File: config.mk
export PLATFORM = sky130hd
export DESIGN_NAME = food_gen
export DESIGN_NICKNAME = d
export VERILOG_FILES = /design/src/rtl/food_gen.sv
export SDC_FILE = /design/constraint.sdc
export NUM_CORES = 1
export LEC_CHECK = 0
export CORE_MARGIN = 4
export CORE_UTILIZATION = 50
export CTS_BUF_LIST = sky130_fd_sc_hd__clkbuf_2 sky130_fd_sc_hd__clkbuf_4 sky130_fd_sc_hd__clkbuf_8
export CTS_CLUSTER_DIAMETER = 150
export DETAILED_ROUTE_END_ITERATION = 16
export PLACE_DENSITY = 0.81
export SLEW_MARGIN = 15
export SYNTH_ARGS = -nofsm -noshare
export SYNTH_HDL_FRONTEND = slang
export SYNTH_SLANG_ARGS = --single-unit
File: constraint.sdc
create_clock -name clk -period 2.85 [get_ports clk]
set_input_delay 0.57 -clock clk [delete_from_list [all_inputs] [get_ports clk]]
set_output_delay 0.57 -clock clk [all_outputs]
set_load 0.005 [all_outputs]
File: src/rtl/food_gen.sv
// Food placement: draws random grid cells, rejects off-board or snake-occupied
// ones via the occupancy tracker, and commits the first free cell found.
module food_gen #(
    parameter int X_BITS    = 5,
    parameter int Y_BITS    = 4,
    parameter int GRID_W    = 30,
    parameter int GRID_H    = 15,
    parameter int INIT_X    = 10,
    parameter int INIT_Y    = 7,
    parameter int MAX_TRIES = 64
) (
    input  logic              clk,
    input  logic              rst_n,
    input  logic [8:0]        rand_num,
    input  logic              new_food_req,
    output logic              occ_req,
    output logic [X_BITS-1:0] occ_x,
    output logic [Y_BITS-1:0] occ_y,
    input  logic              occ_ack,
    input  logic              occ_hit,
    output logic [X_BITS-1:0] food_x,
    output logic [Y_BITS-1:0] food_y,
    output logic              food_valid,
    output logic              busy,
    output logic              food_fail
);

    typedef enum logic [1:0] {IDLE, SAMPLE, QUERY} state_t;

    localparam logic [7:0]        LAST_TRY = 8'(MAX_TRIES - 1);
    localparam logic [X_BITS-1:0] INIT_XV  = X_BITS'(INIT_X);
    localparam logic [Y_BITS-1:0] INIT_YV  = Y_BITS'(INIT_Y);

    state_t            state_q, state_d;
    logic [7:0]        tries_q, tries_d;
    logic              occ_req_d, food_valid_d, busy_d, food_fail_d;
    logic [X_BITS-1:0] occ_x_d, food_x_d;
    logic [Y_BITS-1:0] occ_y_d, food_y_d;
    logic [X_BITS-1:0] cx;
    logic [Y_BITS-1:0] cy;
    logic              in_range;
    logic              reject;

    assign cx       = rand_num[X_BITS-1:0];
    assign cy       = rand_num[X_BITS+Y_BITS-1:X_BITS];
    assign in_range = (int'(cx) < GRID_W) && (int'(cy) < GRID_H);

    always_ff @(posedge clk) begin
        if (!rst_n) begin
            state_q    <= IDLE;
            tries_q    <= '0;
            occ_req    <= 1'b0;
            occ_x      <= '0;
            occ_y      <= '0;
            food_x     <= INIT_XV;
            food_y     <= INIT_YV;
            food_valid <= 1'b1;
            busy       <= 1'b0;
            food_fail  <= 1'b0;
        end else begin
            state_q    <= state_d;
            tries_q    <= tries_d;
            occ_req    <= occ_req_d;
            occ_x      <= occ_x_d;
            occ_y      <= occ_y_d;
            food_x     <= food_x_d;
            food_y     <= food_y_d;
            food_valid <= food_valid_d;
            busy       <= busy_d;
            food_fail  <= food_fail_d;
        end
    end

    always_comb begin
        state_d      = state_q;
        tries_d      = tries_q;
        occ_req_d    = occ_req;
        occ_x_d      = occ_x;
        occ_y_d      = occ_y;
        food_x_d     = food_x;
        food_y_d     = food_y;
        food_valid_d = food_valid;
        busy_d       = busy;
        food_fail_d  = food_fail;
        reject       = 1'b0;

        case (state_q)
            IDLE: begin
                if (new_food_req) begin
                    state_d      = SAMPLE;
                    food_valid_d = 1'b0;
                    busy_d       = 1'b1;
                    food_fail_d  = 1'b0;
                    tries_d      = '0;
                end
            end
            SAMPLE: begin
                if (!in_range) begin
                    reject = 1'b1;
                end else begin
                    occ_x_d   = cx;
                    occ_y_d   = cy;
                    occ_req_d = 1'b1;
                    state_d   = QUERY;
                end
            end
            QUERY: begin
                if (occ_ack) begin
                    occ_req_d = 1'b0;
                    if (occ_hit) begin
                        reject = 1'b1;
                    end else begin
                        food_x_d     = occ_x;
                        food_y_d     = occ_y;
                        food_valid_d = 1'b1;
                        busy_d       = 1'b0;
                        state_d      = IDLE;
                    end
                end
            end
            default: state_d = IDLE;
        endcase

        // Off-board and occupied candidates share one retry budget
        if (reject) begin
            if (tries_q == LAST_TRY) begin
                food_fail_d = 1'b1;
                busy_d      = 1'b0;
                state_d     = IDLE;
            end else begin
                tries_d = tries_q + 8'd1;
                state_d = SAMPLE;
            end
        end
    end

endmodule

==> metrics.md <==
| Metric | Value |
|---|---|
| Layout Utilization | 0.686 |
| Status | finished clean |
| P_leak | around 0.8 nW |
| Largest net degree at the start of global routing | 18 |
| Post-Synth XOR/XNOR Area | 0.00596 |
| Row count | 19 |
| Postcts setup bufs | 0 |
| Final Cycle Share | 0.707 |
| Ant. Diodes | 0 |
| Min-Delay Path Class | flip-flop to flip-flop |
| Complex-gate fraction of the synthesized area | 0.145 |
| Routability Congestion | ~0.87 |
| Hold_ws | between 0.4 and 0.5 ns |
| DR vias/cell | approximately 5.5 |
| Startpoint type of the worst setup path | input port |
| Ys flop type | dfxtp_1 |
| Routed len/inst | around 14 µm |
| Number of global-route vias before repair | ~1.4k |
| Clock-pin slew on the worst setup and hold paths | around 0.09 ns |
| Core area | 0.00278 mm² |
| DR DRC count | 0 |
| Input/output buffers | 35 |
| Max-Cap Viols | 0 |
| CTS tree | built |
| DR pass1 iterations | 4 |
| Die W | 62.2 µm |
| Post-CTS Resized | 0 |
| Total negative slack | 0 ns |
| # setup viols final | 0 |
| RSZ-0062 raised after global routing | false |
| Yosys reg bits | 32 |
| CTS buffer count | 5 |
| Minimum clock period | 2.01 ns |
| Synth area leaders | dfxtp_1 44%, nand2_1 8.7%, mux2i_1 6.8% |
| Die Height | a little over 60 µm |
| 1st-iter DRT viols | 47 |
| Critical path type | input port to flip-flop |
| Max Root-Sink Buffers | 2 |
| Largest area contributor in the netlist | dfxtp_1 |
| Worst Path Required | 3.10 ns |
| Post-synth EDFFs | 0 |
| Fin nets | roughly 230 |
| Power per cell area | 488 mW/mm² |
| Area after DPL | roughly 0.0019 mm² |
| Arrival time at the worst endpoint | approximately 2.3 ns |
| Share of synthesized registers carrying an async set or reset | 0 |
| Total global-route track usage | 0.189 |
| Post-CTS Hold Buffers | 0 |
| Hpwl dp | between 2000 and 3000 µm |
| Share of layout cells above drive strength 1 | 0.107 |
| Initial antenna violation count | 0 |
| Final instance area | approximately 0.0019 mm² |
| Worst-path maximum fanout | 7 |
| Skew-Pair Late Insertion Delay | 0.32 ns |
| Area growth from synthesis to layout | 29.8% |
| Layout Cells excl Fill | about 240 |
| Boundary pin count | 36 |
| Mapped Avg Cell Area | about 9 µm² |
| Fin. Hold Viols | 0 |
| Post-synth top area share | 0.436 |
| Initial core utilization | 0.528 |
| Cell types with the highest counts after synthesis | 34 x nand2_1, 32 x dfxtp_1, 11 x nand3_1, 11 x nor2b_1, 10 x mux2i_1 |
| Most frequent cell after synthesis | nand2_1 |
| Mux share of post-synthesis cell area | 0.0681 |
| Drt total wl | roughly 3400 µm |
| Sequential area share after synthesis | 0.436 |
| Cell count after synthesis | around 170 |
| Largest family of logic cells by synthesized area | simple AND/OR/NAND/NOR gates |
| Peak VDD IR | approximately 0.40 mV |
| First-pass GRT wire length | approximately 6000 µm |
| Worst-margin pin slew | ~0.65 ns |
| Synthesized Nets | approximately 190 |
| Clock root buffer | clkbuf_4 |
| H-tree Lvls | 2 |
| Relative slew slack | 0.563 |
| Dpl cells | 230 |
| Clock sinks | 32 |
| Via count | ~1.3k |
| Pins Over Slew Limit | 0 |
| Synth Area in Adders | 0.0426 |
| Crit path capture type | flip-flop |
| Skew final | 0.0102 ns |
| Highest clock rate | between 400 and 500 MHz |
| Cell variety after synth | 39 |
| Synth Area in Simple Gates | 0.271 |
| ANT nets after route | 0 |
| Netlist Area Pre-Place | between 0.001 and 0.0015 mm² |
| Total of warnings raised by yosys | 0 |
| Total grt overflow | 0 |
| Die ar. | ~0.0039 mm² |
state kept, by name (all words and copies together) (netlist names):
register / count
occ_y: 4
busy: 1
state_q: 2
food_fail: 1
food_valid: 1
tries_q: 8
food_y: 4
occ_req: 1
occ_x: 5
food_x: 5
report_power, final:
part           switching (W)  internal, W
clock network       0.000138     0.000100
logic              0.0000908     0.000108
registers          0.0000200     0.000474
cells in the final DEF, fill, tap and decap left out, types with 2 or more instances in the layout:
| cell | count |
|---|---|
| nand2_1 | 34 |
| ha_1 | 5 |
| nor2_1 | 7 |
| nor3_1 | 2 |
| o22ai_1 | 2 |
| inv_1 | 4 |
| and3_1 | 2 |
| buf_4 | 4 |
| nand4_1 | 3 |
| nand3_1 | 11 |
| clkdlybuf4s50_1 | 35 |
| mux2i_1 | 10 |
| dfxtp_1 | 32 |
| clkbuf_4 | 6 |
| a21boi_0 | 5 |
| a21o_1 | 2 |
| o21ai_0 | 6 |
| or2_2 | 2 |
| a21oi_1 | 3 |
| nor2b_1 | 11 |
per-layer routing:
metal,track usage,vias to the layer above,wire (µm)
li1,-,652,-
met1,0.200,603,1380
met2,0.310,37,1650
met3,0.0793,13,198
met4,0.114,0,127
met5,0,-,0
area by class of cell:
class / count / area (µm²)
Tap cell: 31 / 38.8
Multi-Input combinational cell: 124 / 782
Inverter: 4 / 15.0
Clock buffer: 6 / 45.0
Timing Repair Buffer: 39 / 380
Fill cell: 237 / 875
Clock inverter: 1 / 5.00
Sequential cell: 32 / 641
metrics by stage:
stage	setup WS, ns	power, W
after floorplan	1.07	0.000611
after global placement	0.558	0.000696
after detailed placement	0.499	0.000705
after CTS	0.852	0.000940
after global routing	0.721	0.000989
final	0.836	0.000931
worst paths after layout:
path                     from    endpoint  slack, ns  cells past startpoint
hold reg to reg     food_fail   food_fail       0.47                      2
setup reg to reg   tries_q[0]  tries_q[5]       0.91                      6
hold / removal      food_fail   food_fail       0.47                      2
setup / recovery  rand_num[2]  tries_q[7]       0.84                      6
logic make-up (layout without fill, tap and decap cells):
group	after synthesis	after routing
simple gates	79	79
compound gates	29	29
fa+ha+maj	5	5
buf+inv	10	50
mux	10	10
xor+xnor	1	1
flops	32	32
worst max-delay path, cell delays in order:
cell,delay (ns)
clkdlybuf4s50_1,0.48
nand4_1,0.18
a21oi_2,0.25
o21ai_2,0.15
or4_1,0.52
o211ai_1,0.10
(Power assumes the default switching activity.)
